### src/rtl/ser_pkg.sv
// Shared types and helpers for the serial receive path.
package ser_pkg;

  // Receiver FSM states; PARITY is only entered when the parity build option is enabled.
  typedef enum logic [2:0] {
    IDLE,
    START,
    DATA,
    STOP,
    WAIT_HI,
    PARITY
  } rx_state_t;

  // Smallest bit period that still leaves a usable mid-bit sample point.
  localparam int MIN_CLKS_PER_BIT = 4;

  // Width of a counter that must hold values 0..max_val.
  function automatic int cnt_width(input int max_val);
    return (max_val < 2) ? 1 : $clog2(max_val + 1);
  endfunction

endpackage

### src/rtl/sync2.sv
// Two-flop synchronizer for a single asynchronous input bit.
module sync2 #(
  parameter logic RST_VAL = 1'b1
) (
  input  logic clk,
  input  logic rst_n,
  input  logic d,
  output logic q
);

  logic meta;

  // Two back-to-back flops give the first stage a full cycle to resolve.
  always_ff @(posedge clk or negedge rst_n) begin
    if (!rst_n) begin
      meta <= RST_VAL;
      q    <= RST_VAL;
    end else begin
      meta <= d;
      q    <= meta;
    end
  end

endmodule

### src/rtl/ser_rx.sv
// Serial-to-parallel receiver: LSB-first frames (start, W data, [parity], stop)
// on an idle-high line, presented on a valid/ready output.
// Build option SER_RX_PARITY_EN adds an even-parity bit and the perr output.
module ser_rx
  import ser_pkg::*;
#(
  parameter int W            = 8,
  parameter int CLKS_PER_BIT = 16
) (
  input  logic         clk,
  input  logic         rst_n,
  input  logic         rxd,
  input  logic         rdy,
  output logic [W-1:0] q,
  output logic         valid,
  output logic         ferr,
`ifdef SER_RX_PARITY_EN
  output logic         perr,
`endif
  output logic         ovr
);

  localparam int TW = cnt_width(CLKS_PER_BIT - 1);
  localparam int BW = cnt_width(W);

  // Tick counter is loaded with N-1 and expires when it reaches zero, giving N cycles.
  localparam logic [TW-1:0] TICK_HALF = TW'(CLKS_PER_BIT / 2 - 1);
  localparam logic [TW-1:0] TICK_FULL = TW'(CLKS_PER_BIT - 1);
  localparam logic [BW-1:0] LAST_BIT  = BW'(W - 1);

  rx_state_t     state;
  logic [TW-1:0] tick;
  logic [BW-1:0] bit_cnt;
  logic [W-1:0]  sh;
  logic [W-1:0]  sh_next;
  logic          rxd_s;
  logic          tick_done;
  logic          par_bad;
`ifdef SER_RX_PARITY_EN
  logic          par_bit;
`endif

  sync2 #(.RST_VAL(1'b1)) u_sync (
    .clk   (clk),
    .rst_n (rst_n),
    .d     (rxd),
    .q     (rxd_s)
  );

  assign tick_done = (tick == '0);

  // New bits enter at the MSB so the first bit received ends up in q[0].
  generate
    if (W == 1) begin : g_sh1
      assign sh_next = rxd_s;
    end else begin : g_shn
      assign sh_next = {rxd_s, sh[W-1:1]};
    end
  endgenerate

`ifdef SER_RX_PARITY_EN
  assign par_bad = ^{sh, par_bit};
`else
  assign par_bad = 1'b0;
`endif

  // Frame FSM plus registered outputs and the output handshake.
  always_ff @(posedge clk or negedge rst_n) begin
    if (!rst_n) begin
      state   <= IDLE;
      tick    <= '0;
      bit_cnt <= '0;
      sh      <= '0;
      q       <= '0;
      valid   <= 1'b0;
      ferr    <= 1'b0;
      ovr     <= 1'b0;
`ifdef SER_RX_PARITY_EN
      perr    <= 1'b0;
      par_bit <= 1'b0;
`endif
    end else begin
      ferr <= 1'b0;
      ovr  <= 1'b0;
`ifdef SER_RX_PARITY_EN
      perr <= 1'b0;
`endif
      // Consumer accept; a capture later in this block overrides the clear.
      if (valid && rdy) begin
        valid <= 1'b0;
      end

      case (state)
        IDLE: begin
          if (!rxd_s) begin
            state <= START;
            tick  <= TICK_HALF;
          end
        end

        START: begin
          if (tick_done) begin
            if (!rxd_s) begin
              state   <= DATA;
              tick    <= TICK_FULL;
              bit_cnt <= '0;
            end else begin
              state <= IDLE;
            end
          end else begin
            tick <= tick - TW'(1);
          end
        end

        DATA: begin
          if (tick_done) begin
            sh      <= sh_next;
            bit_cnt <= bit_cnt + BW'(1);
            tick    <= TICK_FULL;
            if (bit_cnt == LAST_BIT) begin
`ifdef SER_RX_PARITY_EN
              state <= PARITY;
`else
              state <= STOP;
`endif
            end
          end else begin
            tick <= tick - TW'(1);
          end
        end

`ifdef SER_RX_PARITY_EN
        PARITY: begin
          if (tick_done) begin
            par_bit <= rxd_s;
            tick    <= TICK_FULL;
            state   <= STOP;
          end else begin
            tick <= tick - TW'(1);
          end
        end
`endif

        STOP: begin
          if (tick_done) begin
`ifdef SER_RX_PARITY_EN
            perr <= par_bad;
`endif
            if (rxd_s) begin
              if (!par_bad) begin
                q     <= sh;
                valid <= 1'b1;
                ovr   <= valid && !rdy;
              end
              state <= IDLE;
            end else begin
              ferr  <= 1'b1;
              state <= WAIT_HI;
            end
          end else begin
            tick <= tick - TW'(1);
          end
        end

        WAIT_HI: begin
          if (rxd_s) begin
            state <= IDLE;
          end
        end

        default: begin
          state <= IDLE;
        end
      endcase
    end
  end

endmodule

### config.mk
export PLATFORM = sky130hd
export DESIGN_NAME = ser_rx
export DESIGN_NICKNAME = d
export VERILOG_FILES = /design/src/rtl/ser_pkg.sv /design/src/rtl/sync2.sv /design/src/rtl/ser_rx.sv
export SDC_FILE = /design/constraint.sdc
export NUM_CORES = 1
export LEC_CHECK = 0
export BUFFER_PORTS_ARGS = -buffer_cell sky130_fd_sc_hd__buf_2
export CORE_UTILIZATION = 30
export DETAILED_ROUTE_END_ITERATION = 7
export HOLD_SLACK_MARGIN = 0.1
export PLACE_DENSITY = 0.45
export SLEW_MARGIN = 15
export SYNTH_ARGS = -nofsm -noshare
export SYNTH_HDL_FRONTEND = slang
export SYNTH_SLANG_ARGS = --single-unit
### constraint.sdc
create_clock -name clk -period 4.98 [get_ports clk]
set_input_delay 0.996 -clock clk [delete_from_list [all_inputs] [get_ports clk]]
set_output_delay 0.996 -clock clk [all_outputs]
set_load 0.1 [all_outputs]
Word level (Yosys, flattened, before mapping)
Cells that the tools add are included.
Storage, ports and cells
  register bits after elaboration: 32
  input port bits: 4
  output and inout bits: 11
  word-level logic and storage cells: 67
Cells by class
  add/sub/neg operators: 2
  equality and inequality tests: 14
  multiplexer cells: 29
  reduce and logical (&&, ||, !) cells: 12
Operators by type and width (number)
  $mux 4: 8
  $mux 3: 7
  $pmux 4 s4: 1
  $pmux 3 s5: 1
  $ne 2x2->1 const B: 7
  $mux 1: 10
  $pmux 4 s2: 1
  $reduce_and 4->1: 2
  $eq 3x2->1 const B: 2
  $reduce_and 6->1: 1
  $add 4x1->4 const B: 1
  $eq 4x3->1 const B: 1
  $logic_not 4->1: 1
  $reduce_bool 4->1: 1
  $sub 4x1->4 const B: 1
  $eq 3x1->1 const B: 1
  $eq 3x3->1 const B: 1
  $logic_not 3->1: 1
  $ne 3x3->1 const B: 1
  $reduce_and 3->1: 1
  $logic_and 1x1->1: 2
  $mux 2: 1
  $ne 2x1->1 const B: 1
  $reduce_and 2->1: 1
  other kinds (2): 2

Depth between registers and ports, before layout
  depth in word-level cells: 5
  mapped depth: 5
  gate-level depth less buffers: 5

Hierarchy
From an unflattened synthesis, not the netlist that was laid out.
Unflattened totals
  cell total of the unflattened synthesis: 118
  area, all modules: 1462.7 µm²
Modules (own cells, without submodules)
  ser_rx: times used 1, cells an instance 116, area an instance 1410.1 µm², sequential area each 750.7 µm²
  sync2: times used 1, cells an instance 2, area an instance 52.6 µm², sequential area each 52.6 µm²

Least setup slack after synthesis
Ideal clock, no wire load.
  kind: flip-flop to output port
  from: register valid
  to: output port valid
  data arrival time: 898 ps
  required time: 3984 ps
  path slack: 3086 ps
  cell stages (with the launch flop): 1
  path buffers: 0
  path through: dfrtp_1
RTL lines
  start, declared: line ser_rx.sv:15  | output logic valid,
  start signal, assigned: line ser_rx.sv:75  | valid <= 1'b0;
  start signal, assigned: line ser_rx.sv:90  | valid <= 1'b0;
  start signal, assigned: line ser_rx.sv:152  | valid <= 1'b1;
No word-level cell between the ends.

Worst setup path after layout
  from: register q[7]
  to: output port q[7]
RTL lines
  start, declared: line ser_rx.sv:14  | output logic [W-1:0] q,
  start signal, assigned: line ser_rx.sv:151  | q <= sh;
No word-level cell between the ends.

==> flow_summary.ini <==
[routing]
vias = 966
first_pass_iters = 4
drt-initial-drc-count = 59
ant_nets = 0
drc = 0
wl_mm = 2.63
wire_per_inst_um = 12.9
via_per_inst = 4.74

[synthesis]
ys_ff_latch = 32
async_reset_ff_frac = 1.00
synth_edf_count = 0
ys_types = 40
seq_area_frac_synth = 0.540
yosysWarnings = 0
synth_ff_type = dfrtp_1
synthCells = 121
syn_nets = 127
synth.avg_cell_area_um2 = 12.3
syn-cell-area_um2 = 1490

[place]
dp_hpwl_mm = 1.78
io_buffers = 14
place.gp.congestion = 0.860
place_inst = 196

[floorplan]
die-area_um2 = 5240
die_x_um = 72.4
core_um2 = 4750
initial_core_util = 0.313
die_height_um = 72.4
rows = 25
io_pins = 15

[finish]
drive_above_1_share = 0.358
diodes = 0
finalNonFillerCells = 204
final_net_count = 142
area_delta_synth_final_pct = 15.9

[status]
status = finished clean

[global_routing]
grt_usage = 0.110
antenna_found_initial = 0
grt_pass1_wl_mm = 4.35
grt_max_degree = 33
overflow = 0
grt_pass1_vias = 922

[timing]
grt_setup_unrepaired = no
max_slew_margin = 0.534
setup_violations = 0
fin_crit_ns = 2.04
tightest_slew_ns = 0.700
fmax_ghz = 0.491
finalCritPeriodShare = 0.409
final_hold_viol_count = 0
setup_tns_ns = 0
slew_violations = 0
fin_skew_ns = 0.00469

[cts]
cts_hold_buf = 0
htreeDepth = 2
post_cts_resized = 0
cts_buffer_depth = 2
postCtsSetupBuffers = 0
clock_latency_ns = 0.27
cts_tree = built
clk_pin_slew_ns = 0.06
numCtsBuffers = 5
ctsRootBufferMaster = clkbuf_8
clock-sinks = 32

[power]
p_per_area_nw_per_um2 = 463
irDropWorstVdd_mv = 0.222
p_leak_uw = 0.000830

[critical_path]
worst-setup-path-type = reg2out
crit_path_top_delay_cell = buf_2
path_max_fanout = 2
critPathTopFamily = buffers and inverters
worstPathCellList = buf_2
cp.required_ns = 3.98
cp_num_buf_inv = 1
critPathMaxStageDelay_ns = 0.43
worstPathArrival_ns = 1.04
end_kind = primary output
cp-start-kind = flip-flop

[run]
drv_cap = 0

[worst_hold_path]
hp-class = reg2reg
-- flip-flops by register name, indices dropped and copies added, names as in the netlist --
| name | count |
|---|---|
| bit_cnt | 4 |
| ferr | 1 |
| ovr | 1 |
| q | 8 |
| sh | 8 |
| state | 3 |
| tick | 4 |
| u_sync.meta | 1 |
| u_sync.q | 1 |
| valid | 1 |
-- layout by cell type, fill, tap and decap left out, drive strengths merged, types with 3 or more instances in the layout --
cell / count
a21oi: 3
nand2: 6
buf: 14
inv: 5
nor2: 8
clkbuf: 6
nor3b: 4
mux2: 18
o21ai: 3
dfrtp: 30
nand2b: 3
-- worst paths after layout --
kind	startpoint	endpoint	slack, ns	cells past startpoint
setup reg to reg	tick[0]	q[3]	3.01	5
hold reg to reg	u_sync.meta	u_sync.q	0.36	0
setup / recovery	q[7]	q[7]	2.94	1
max in group asynchronous	rst_n	sh[6]	3.76	1
min in group asynchronous	rst_n	bit_cnt[0]	0.77	1
hold / removal	u_sync.meta	u_sync.q	0.36	0
-- cell families after synthesis --
family | synth area share
AOI/OAI and AO/OA | 0.108
xor gates and xnor gates | 0.00589
adders and majority gates | 0.0168
buffers and inverters | 0.0295
DFF | 0.540
muxes | 0.143
and+or+nand+nor | 0.157
-- power breakdown --
part	switching (uW)	total, uW	internal (uW)
clock	90.3	239	148
sequential	62.8	358	295
combinational	109	201	91.3
-- Yosys cell counts (2+ instances only) --
cell,n,share of area
a21oi_1,3,0.010
clkbuf_1,4,0.010
clkbuf_2,2,0.0067
dfrtp_1,30,0.51
dfstp_2,2,0.035
ha_1,2,0.017
inv_1,5,0.013
mux2_2,18,0.14
nand2_1,5,0.013
nand2b_1,3,0.013
nand3_1,2,0.0067
nor2_1,8,0.020
nor2b_1,2,0.0084
nor3_1,2,0.0067
nor3b_1,4,0.020
o21a_1,2,0.010
o21ai_0,3,0.010
o221a_2,2,0.015
-- metrics by stage --
stage	utilization	cell area [um2]	setup WS [ns]	hold WS [ns]	total power, uW
after floorplan	-	1490	3.09	0.345	526
after global placement	0.340	1620	3.04	0.346	564
after detailed placement	0.340	1620	3.00	0.347	564
after CTS	0.362	1720	2.92	0.356	812
after global routing	0.362	1720	2.85	0.360	848
final	0.362	1720	2.94	0.355	797
-- layer usage --
metal	global-route usage	up-vias	part of all wire
met5	0	-	0
met4	0.0458	0	0.0095
met3	0.0375	2	0.033
met2	0.163	12	0.43
met1	0.147	481	0.53
li1	-	471	-
-- final cells by class --
| class | instances | area, um2 |
|---|---|---|
| Clock inverter | 2 | 35.0 |
| Fill cell | 506 | 3030 |
| Timing Repair Buffer | 14 | 70.1 |
| Multi-Input combinational cell | 78 | 639 |
| Sequential cell | 32 | 803 |
| Tap cell | 67 | 83.8 |
| Clock buffer | 6 | 72.6 |
| Inverter | 5 | 18.8 |
Power figures use the tool's default switching activity.
